==> config.mk <==
export PLATFORM = sky130hd
export DESIGN_NAME = serial_adder
export DESIGN_NICKNAME = d
export VERILOG_FILES = /design/src/rtl/serial_adder.sv
export SDC_FILE = /design/constraint.sdc
export NUM_CORES = 1
export LEC_CHECK = 0
export BUFFER_PORTS_ARGS = -buffer_cell sky130_fd_sc_hd__buf_2
export CAP_MARGIN = 20
export CORE_UTILIZATION = 39
export DETAILED_ROUTE_END_ITERATION = 10
export PLACE_DENSITY = 0.63
export SLEW_MARGIN = 10
export SYNTH_ARGS = -nofsm -noshare
export SYNTH_HDL_FRONTEND = slang
export SYNTH_SLANG_ARGS = --single-unit
export TNS_END_PERCENT = 50
==> constraint.sdc <==
create_clock -name clk -period 3.2 [get_ports clk]
set_input_delay 0.32 -clock clk [delete_from_list [all_inputs] [get_ports clk]]
set_output_delay 0.32 -clock clk [all_outputs]
set_load 0.01 [all_outputs]
==> src/rtl/serial_adder.sv <==
// rtl/serial_adder.sv - bit-serial LSB-first adder: one full-adder bit per clock, IDLE/ADD/DONE control.
module serial_adder #(
  parameter int WIDTH = 8
) (
  input  logic             clk,
  input  logic             rst,
  input  logic             start,
  input  logic [WIDTH-1:0] A,
  input  logic [WIDTH-1:0] B,
  output logic             busy,
  output logic             done,
  output logic [WIDTH-1:0] sum,
  output logic             carry
);

  localparam int CW = (WIDTH > 2) ? $clog2(WIDTH) : 1;

  typedef enum logic [1:0] {
    IDLE = 2'd0,
    ADD  = 2'd1,
    DONE = 2'd2
  } state_t;

  state_t          state_q, state_d;
  logic [WIDTH-1:0] a_q, a_d;
  logic [WIDTH-1:0] b_q, b_d;
  logic [WIDTH-1:0] sum_q, sum_d;
  logic             carry_q, carry_d;
  logic [CW-1:0]    cnt_q, cnt_d;

  logic ha0_s, ha0_c, ha1_s, ha1_c, fa_c;

  // Full adder from two half adders; carry_q doubles as the visible carry-out.
  always_comb begin
    ha0_s = a_q[0] ^ b_q[0];
    ha0_c = a_q[0] & b_q[0];
    ha1_s = ha0_s ^ carry_q;
    ha1_c = ha0_s & carry_q;
    fa_c  = ha0_c | ha1_c;
  end

  always_comb begin
    state_d = state_q;
    a_d     = a_q;
    b_d     = b_q;
    sum_d   = sum_q;
    carry_d = carry_q;
    cnt_d   = cnt_q;
    case (state_q)
      IDLE: begin
        if (start) begin
          a_d     = A;
          b_d     = B;
          sum_d   = '0;
          carry_d = 1'b0;
          cnt_d   = '0;
          state_d = ADD;
        end
      end
      ADD: begin
        sum_d   = {ha1_s, sum_q[WIDTH-1:1]};
        a_d     = a_q >> 1;
        b_d     = b_q >> 1;
        carry_d = fa_c;
        cnt_d   = cnt_q + CW'(1);
        if (cnt_q == CW'(WIDTH - 1)) begin
          state_d = DONE;
        end
      end
      DONE:    state_d = IDLE;
      default: state_d = IDLE;
    endcase
  end

  always_ff @(posedge clk or posedge rst) begin
    if (rst) begin
      state_q <= IDLE;
      a_q     <= '0;
      b_q     <= '0;
      sum_q   <= '0;
      carry_q <= 1'b0;
      cnt_q   <= '0;
    end else begin
      state_q <= state_d;
      a_q     <= a_d;
      b_q     <= b_d;
      sum_q   <= sum_d;
      carry_q <= carry_d;
      cnt_q   <= cnt_d;
    end
  end

  assign busy  = (state_q == ADD);
  assign done  = (state_q == DONE);
  assign sum   = sum_q;
  assign carry = carry_q;

endmodule

==> metrics.txt, run 1 <==
Via density=approximately 5.3; number of detailed-route iterations in the first pass=4; global-route wire length before repair=4443 um; synthesized flop and latch total=30; mapped cell area=0.001425 sq mm; Ys Warns=0; gr ovfl total=0; Synth area leader=dfrtp_1; Layout Nets=169; die height=between 60 and 70 um; post-synthesis sequential area ratio=0.5268; post-synth top area share=0.5268; crit-path max FO=29; Antenna Cells=0; worst r2r path cells=2; Tmin final=slightly above 2 ns; Core Rows=21; Post-synth ARST share=1.000; post-CTS sizing=0; max-slew violations=0; Rel. slew slack=0.4137; Synth cell types=21; GRT Overall Usage=0.1492; Root Buffer=clkbuf_4; io pins=30; FMAX=slightly below 0.5 GHz; setup TNS=0 ns; antenna viol nets, final=0; Iter 0 DRT Violations=41; Avg Inst Size Synth=11.98 sq um; HPWL after DPL=~1700 um; wirelength, routed=2583 um; cells after synthesis=119; number of global-route vias before repair=slightly below 1000; worst slew pin tran=~0.88 ns; Fin Clk Skew=0.008543 ns; area of the core=about 0.0034 sq mm; CP required=approximately 2.9 ns; initial core utilization=0.4172; latest clock arrival within the worst-skew pair=0.33 ns; Non-Filler Cell Area, Final=0.001670 sq mm; final hold vios=0; unrepaired setup endpoints after global routing=no; clock tree buffer depth=2; Placement Cell Area=about 0.0016 sq mm; Clock transition at path regs=~0.1 ns; pin count of the biggest net entering global routing=30; number of buffers created by CTS=5; # DRC=0; Die X=62.45 um; status=completed; Worst setup SP type=register; share of cells above drive strength 1=0.3108; CTS Hold Bufs=0; Leak=0.0007985 uW; max cap viols=0; Crit. End Element=output pin; # setup viols final=0; EDFF count, synth=0; critical path class=register to output pin; Hold Crit Class=input pin to async pin; Most used DFF post-synth=dfrtp_1; power per cell area=a little over 900 mW/mm^2; antenna violations before repair=0; Max VDD drop=0.3493 mV; CTS sink count=30; Final period util=0.6444; via count=between 1000 and 1500; top post-synthesis cells by area=dfrtp_1, a22o_1, nor4b_1; Avg WL per Cell=13.31 um; H-tree depth=2; GP Congestion=0.6585; Post-CTS Setup Repair Bufs=0; PortBufs=29; Syn Nets=approximately 140; Critical Path AT=1.74 ns; CTS tree=yes; Die ar.=0.003900 sq mm; Layout area overhead=17.21%
cells in the final DEF (no fill, tap or decap):
master and n:
nor2b_1 2, mux2_2 1, nor2_1 10, clkbuf_8 3, a22o_1 13, nor4b_1 13, a21oi_1 1, buf_16 1
nor3b_2 1, a221oi_2 2, clkbuf_4 5, nor4b_2 1, inv_1 15, ha_1 2, a221oi_1 12, buf_4 2
and2_1 1, fa_1 1, o21bai_4 1, dfrtp_1 30, buf_2 29, nand2b_1 2
cells in the mapped netlist, types with 2 or more instances:
master	instances
dfrtp_1	30
inv_1	15
a22o_1	13
a221oi_1	12
a221oi_2	2
nor2b_1	2
buf_2	5
ha_1	2
nand2b_1	2
buf_6	3
nor2_1	10
nor4b_1	13
buf_4	2
registers in the layout, summed over array words and instances, names as in the netlist:
register	count
a_q	8
b_q	8
sum	8
cnt_q	3
state_q	2
carry	1
logic make-up after synthesis:
logic type,Yosys count,share of synthesized area
muxes,1,0.007901
and+or+nand+nor,30,0.1475
adders and majority gates,3,0.03160
AOI/OAI and AO/OA,29,0.1914
buffers and inverters,26,0.09481
DFF,30,0.5268
area by class of cell:
type,instances,area [sq um]
fillers,342,1745
flip-flops and latches,30,750.7
repair buffers,32,187.7
clock buffers,8,78.83
multi-input cells,63,539.3
well taps,46,57.56
inverters,15,56.30
power breakdown:
group | leakage, uW | internal, uW | switching [uW]
registers | 0.000365 | 553 | 112
clock network | 0.0000446 | 150 | 130
logic | 0.000389 | 300 | 310
total | 0.000799 | 1000 | 552
final timing paths:
kind | startpoint | end | slack (ns)
setup reg to reg | state_q[1]$_DFFE_PP0P_ | a_q[0]$_DFFE_PP0P_ | 1.44
max in group asynchronous | rst | sum[5]$_DFFE_PP0P_ | 2.63
hold reg to reg | sum[0]$_DFFE_PP0P_ | sum[0]$_DFFE_PP0P_ | 0.50
setup / recovery | state_q[1]$_DFFE_PP0P_ | busy | 1.14
hold / removal | rst | state_q[1]$_DFFE_PP0P_ | 0.07
min in group clk | A[7] | a_q[7]$_DFFE_PP0P_ | 0.21
per-stage QoR:
| stage | hold WS (ns) | power, uW | setup slack [ns] | util | std cells |
|---|---|---|---|---|---|
| after detailed placement | 0.4484 | 1295 | 1.448 | 0.4659 | 186 |
| final | 0.06588 | 1555 | 1.138 | 0.4890 | 194 |
| after global placement | 0.4856 | 1265 | 1.476 | 0.4579 | 185 |
| after CTS | 0.08749 | 1576 | 1.120 | 0.4890 | 194 |
| after floorplan | 0.4108 | 1159 | 1.986 | - | 119 |
| after global routing | 0.1153 | 1683 | 0.9958 | 0.4890 | 194 |
critical path: stages, from the launching register on:
cell and delay, ns:
dfrtp_1 0.93, nor2b_1 0.10, buf_4 0.23, buf_2 0.15
per-layer routing:
layer  vias to the layer above  part of all wire  GRT usage
li1                        495                 -          -
met3                         6             0.056    0.05657
met1                       491              0.47     0.1983
met5                         -                 0          0
met4                         0             0.020    0.06977
met2                        28              0.45     0.2133
Note: power is estimated with default switching activity, not from simulation.
==> run 2, diff against run 1 <==
- PLACE_DENSITY: 0.63 -> 0.66
- clock period: 3.2 -> 1.73 ns (I/O delays scaled with it)
==> run 2 against run 1 <==
  * Hold slack worse by 0.0031 ns
  * Setup slack worse by 1.0 ns
  * Sequential cell count stayed put
  * Count of clock-buffer cells in the layout fell by 1
  * Critical path depth unchanged
  * Register-to-register slack worse by 1.1 ns
  * Critical path type unchanged
  * Critical endpoint unchanged
==> metrics.txt, run 2 (synthesized netlist as in run 1, its figures left out) <==
# DRC=0 (unchanged); Avg WL per Cell=13.60 um (+2.2%); number of global-route vias before repair=1009 (+5.0%); crit-path max FO=14 (-52%); critical path class=register to output pin; GRT Overall Usage=0.1516 (+0.002380); Max VDD drop=0.5513 mV (+58%); # setup viols final=0 (unchanged); RR Endpoint=a_q[1]$_DFFE_PP0P_; via count=1021 (+0.098%); FMAX=0.6254 GHz; Via density=5.209 (-0.92%); antenna violations before repair=0 (unchanged); critical path cell sequence=nor2b_2 > buf_4 > buf_2; worst slew pin tran=0.6736 ns (-0.2058 ns); # fillers=347 (+1.5%); Hold Crit Class=input pin to register; critical path buffer and inverter count=2 (unchanged); Comb pwr share=0.410 (+0.018); worst setup path endpoint=busy; Met2 Wirelength=1214 um (+4.7%); Fin Clk Skew=0.01196 ns (+0.003414 ns); latest clock arrival within the worst-skew pair=0.33 ns (about the same); number of detailed-route iterations in the first pass=4 (unchanged); metal3 WL=157 um (+8.3%); Leak=0.0007926 uW (-0.75%); Tmin final=1.599 ns; Layout area overhead=15.89%; overall power=2807 uW (+80%); Reg power frac=0.437 (+0.009); Final Util=0.4835 (-0.005495); GP Congestion=0.7204 (+9.4%); global-route wire length before repair=4464 um (+0.47%); pin count of the biggest net entering global routing=31 (+3.3%); most common cell after layout, fill and taps aside=dfrtp_1; CTS sink count=30 (unchanged); max cap viols=0 (unchanged); io pins=30 (unchanged); setup TNS=0 ns (unchanged); pre-CTS WS=0.3901 ns (-1.058 ns); P_int=1781 uW (+78%); CP required=1.56 ns (-1.32 ns); Layout Nets=171 (+1.2%); Rel. slew slack=0.5497 (+0.1360); HPWL after DPL=1702 um (-0.36%); delay-heaviest family, CP=flip-flops; unrepaired setup endpoints after global routing=no; antenna viol nets, final=0 (unchanged); reg-to-reg setup timing slack=0.37 ns (-1.07 ns); Critical Path AT=1.43 ns (-0.31 ns); Crit. End Element=output pin; slowest cell on the critical path=dfrtp_1; Worst setup SP type=register; wirelength, routed=2666 um (+3.2%); CTS tree=yes; final hold vios=0 (unchanged); die height=62.45 um (unchanged); met1 WL=1245 um (+1.5%); share of cells above drive strength 1=0.3133 (+0.002523); Die ar.=0.003900 sq mm (unchanged); post-route setup slack=0.1311 ns (-1.007 ns); Iter 0 DRT Violations=35 (-15%); Final period util=0.9242; crit-path max cell delay=0.48 ns (-0.45 ns); Clock transition at path regs=0.09 ns (about the same); number of buffers created by CTS=5 (unchanged); NetSw=1026 uW (+86%); Core Rows=21 (unchanged); Crit path depth=3 (unchanged); Antenna Cells=0 (unchanged); initial core utilization=0.4172 (unchanged); gr ovfl total=0 (unchanged); Post-CTS Setup Repair Bufs=0 (unchanged); worst r2r path cells=2 (unchanged); area of the core=0.003416 sq mm (unchanged); power per cell area=1699 mW/mm^2 (+83%); Switching Fraction=0.3655 (+0.01040); status=completed; Clk pwr share=0.153 (-0.027); R2R Path Start=state_q[0]$_DFFE_PP0P_; crit path from=state_q[1]$_DFFE_PP0P_; Top Layer Used=met4; PortBufs=29 (unchanged); max-slew violations=0 (unchanged); Root Buffer=clkbuf_4; most frequent cells in the layout=dfrtp_1, buf_2, inv_1; Die X=62.45 um (unchanged); H-tree depth=2 (unchanged); clock tree buffer depth=2 (unchanged)
## run 2: layout make-up
| type | instances | area [sq um] | area share |
|---|---|---|---|
| clock buffers | 7 | 55.05 | 0.03333 |
| flip-flops and latches | 30 | 750.7 | 0.4545 |
| inverters | 15 | 56.30 | 0.03409 |
| repair buffers | 34 | 185.2 | 0.1121 |
| multi-input cells | 63 | 541.8 | 0.3280 |
| well taps | 46 | 57.56 | 0.03485 |
| clock inverters | 1 | 5.005 | 0.003030 |
## run 2: routing by layer
layer,track usage,up-vias
met2,0.2391,29
met3,0.06387,6
met4,0.06977,0
met1,0.1786,492
met5,0,-
li1,-,494
## run 2: power groups by stage
stage	clock, uW	combinational (uW)	sequential [uW]
floorplan	0	907	1240
global placement	0	1110	1230
detailed placement	0	1160	1240
CTS	450	1160	1230
global route	483	1290	1270
finish	428	1150	1230
## run 2: worst min-delay path by stage
stage,slack (ns),cells past startpoint,startpoint,end
floorplan,0.26,1,rst,a_q[0]$_DFFE_PP0P_
global placement,0.26,3,rst,sum[7]$_DFFE_PP0P_
detailed placement,0.27,3,rst,sum[7]$_DFFE_PP0P_
CTS,0.04,2,B[7],b_q[7]$_DFFE_PP0P_
global route,0.04,2,B[7],b_q[7]$_DFFE_PP0P_
finish,0.06,2,A[7],a_q[7]$_DFFE_PP0P_
## run 2: worst reg2reg max path, delay by kind of cell (launching register included)
family         cells  cell delay [ns]
flip-flops         1             0.42
AO/OA/AOI/OAI      2             0.78
## run 2: what timing repair did
action	in CTS	in global routing
resized for setup	0	1
endpoints found under the setup margin	0	1
hold buffers	1	0
hold endpoints to repair	30	0
## run 2: stage by stage
stage / hold slack (ns) / cells / area, sq um
6_report: 0.06282 / 196 / 1652
5_1_grt: 0.04031 / 196 / 1652
4_1_cts: 0.04423 / 196 / 1649
3_5_place_dp: 0.2734 / 187 / 1579
3_3_place_gp: 0.2606 / 187 / 1579
2_1_floorplan: 0.2638 / 119 / 1425
==> run 3, diff against run 2 <==
- CELL_PAD_IN_SITES_DETAIL_PLACEMENT: unset -> 0
- CELL_PAD_IN_SITES_GLOBAL_PLACEMENT: unset -> 1
- CORE_UTILIZATION: 39 -> 38
- PLACE_DENSITY: 0.66 -> 0.77
==> run 3 against run 2 <==
  * Combinational power about the same
  * Critical path depth unchanged
  * Non-clock buffer count unchanged
  * Hold slack better by 0.052 ns
  * Register-to-register slack about the same
  * Cell area up 1.7%
  * Fmax down 0.92%
  * Sequential cell count unchanged
  * Global-route usage up 1.2 points
  * Core utilization up 0.097 points
  * Count of clock-buffer cells in the layout unchanged
  * Largest power group unchanged
  * Highest routed layer unchanged
==> metrics.txt, run 3 (synthesized netlist as in run 1, its figures left out) <==
setup TNS=0 ns (unchanged); critical path buffer and inverter count=2 (unchanged); HPWL after DPL=1757 um (+3.2%); global-route wire length before repair=4809 um (+7.7%); Rel. slew slack=0.5433 (-0.006413); CP required=1.56 ns (about the same); antenna viol nets, final=0 (unchanged); Die ar.=0.003999 sq mm (+2.5%); GRT Overall Usage=0.1638 (+0.01225); number of buffers created by CTS=5 (unchanged); FF/Latch Area=750.7 sq um (unchanged); # setup viols final=0 (unchanged); crit-path max FO=16 (+2); Root Buffer=clkbuf_8; Worst setup SP type=register; Die X=63.24 um (+1.3%); most common cell after layout, fill and taps aside=dfrtp_1; number of global-route vias before repair=1037 (+2.8%); footprint of the multi-input gates=539.3 sq um (-0.46%); Iter 0 DRT Violations=36 (+2.9%); H-tree depth=2 (unchanged); slowest cell on the critical path=dfrtp_1; PortBufs=29 (unchanged); status=completed; Layout Nets=171 (unchanged); Hold Slack=0.1144 ns (+0.05159 ns); Final period util=0.9328 (+0.008582); share of cells above drive strength 1=0.3067 (-0.006667); max cap viols=0 (unchanged); # DRC=0 (unchanged); Layout area overhead=17.91%; die height=63.24 um (+1.3%); power per cell area=1758 mW/mm^2 (+3.5%); most frequent cells in the layout=dfrtp_1, buf_2, inv_1; Avg WL per Cell=13.89 um (+2.1%); final hold vios=0 (unchanged); delay-heaviest family, CP=flip-flops; Critical Path AT=1.44 ns (about the same); area of the core=0.003468 sq mm (+1.5%); worst slew pin tran=0.6832 ns (+0.009594 ns); unrepaired setup endpoints after global routing=no; Leak=0.0008039 uW (+1.4%); initial core utilization=0.4109 (-0.006321); Via density=5.321 (+2.2%); critical path class=register to output pin; # fillers=343 (-1.2%); max-slew violations=0 (unchanged); Fin Clk Skew=0.002344 ns (-0.009614 ns); antenna violations before repair=0 (unchanged); io pins=30 (unchanged); Tmin final=1.614 ns (+0.01485 ns); CTS tree=yes; number of detailed-route iterations in the first pass=4 (unchanged); pin count of the biggest net entering global routing=31 (unchanged); latest clock arrival within the worst-skew pair=0.28 ns (-0.05 ns); GP Congestion=0.7309 (+1.5%); critical path cell sequence=nor2b_1 > buf_4 > buf_2; gr ovfl total=0 (unchanged); Hold Crit Class=input pin to register; FMAX=0.6197 GHz (-0.92%); via count=1043 (+2.2%); Clock transition at path regs=0.06 ns (-0.03 ns); Crit. End Element=output pin; Max VDD drop=0.6563 mV (+19%); Antenna Cells=0 (unchanged); Final Util=0.4845 (+0.0009720); clock tree buffer depth=2 (unchanged); crit-path max cell delay=0.49 ns (about the same); Core Rows=21 (unchanged); CTS sink count=30 (unchanged); wirelength, routed=2722 um (+2.1%)
## run 3: changes by cell type in the layout (fill, tap and decap cells not counted)
cell,change
clkbuf_4,-5
clkbuf_8,+5
nor2b_1,+1
nor2b_2,-1
## run 3: metal layers
| metal | part of all wire | track usage |
|---|---|---|
| met1 | 0.46 | 0.1972 |
| met2 | 0.47 | 0.2460 |
| met3 | 0.046 | 0.06703 |
| met4 | 0.025 | 0.09375 |
| met5 | 0 | 0 |
## run 3: area by class of cell
type | count | area share
clock buffer | 7 | 0.05138
clock inverter | 1 | 0.002978
inverter | 15 | 0.03351
multi-input combinational | 63 | 0.3209
sequential | 30 | 0.4468
tap | 46 | 0.03425
timing repair buffer | 34 | 0.1102
## run 3: worst paths after layout
kind                       cells after the start  slack [ns]                  to                   start
hold / removal                                 2        0.11  a_q[7]$_DFFE_PP0P_                    A[7]
setup / recovery                               3        0.12                busy  state_q[1]$_DFFE_PP0P_
hold reg to reg                                1        0.50  sum[0]$_DFFE_PP0P_      sum[0]$_DFFE_PP0P_
max in group asynchronous                      4        0.96  b_q[6]$_DFFE_PP0P_                     rst
min in group asynchronous                      4        0.50  sum[2]$_DFFE_PP0P_                     rst
setup reg to reg                               2        0.36  b_q[6]$_DFFE_PP0P_  state_q[0]$_DFFE_PP0P_
## run 3: report_power, final
part / internal, uW / switching [uW]
clock network: 320 / 255
registers: 1030 / 198
logic: 558 / 597
## run 3: timing repair
item,in CTS,in global routing
hold endpoints to repair,30,0
setup buffers,0,0
hold buffers,1,0
gates resized for setup,0,0
## run 3: stage by stage
stage | cell area, sq um | setup slack (ns) | instances | total power [uW]
floorplan | 1425 | 0.5164 | 119 | 2144
finish | 1680 | 0.1162 | 196 | 2954
detailed placement | 1579 | 0.3464 | 187 | 2410
global placement | 1579 | 0.4023 | 187 | 2351
CTS | 1680 | 0.08408 | 196 | 3006
global route | 1680 | 0.02013 | 196 | 3214
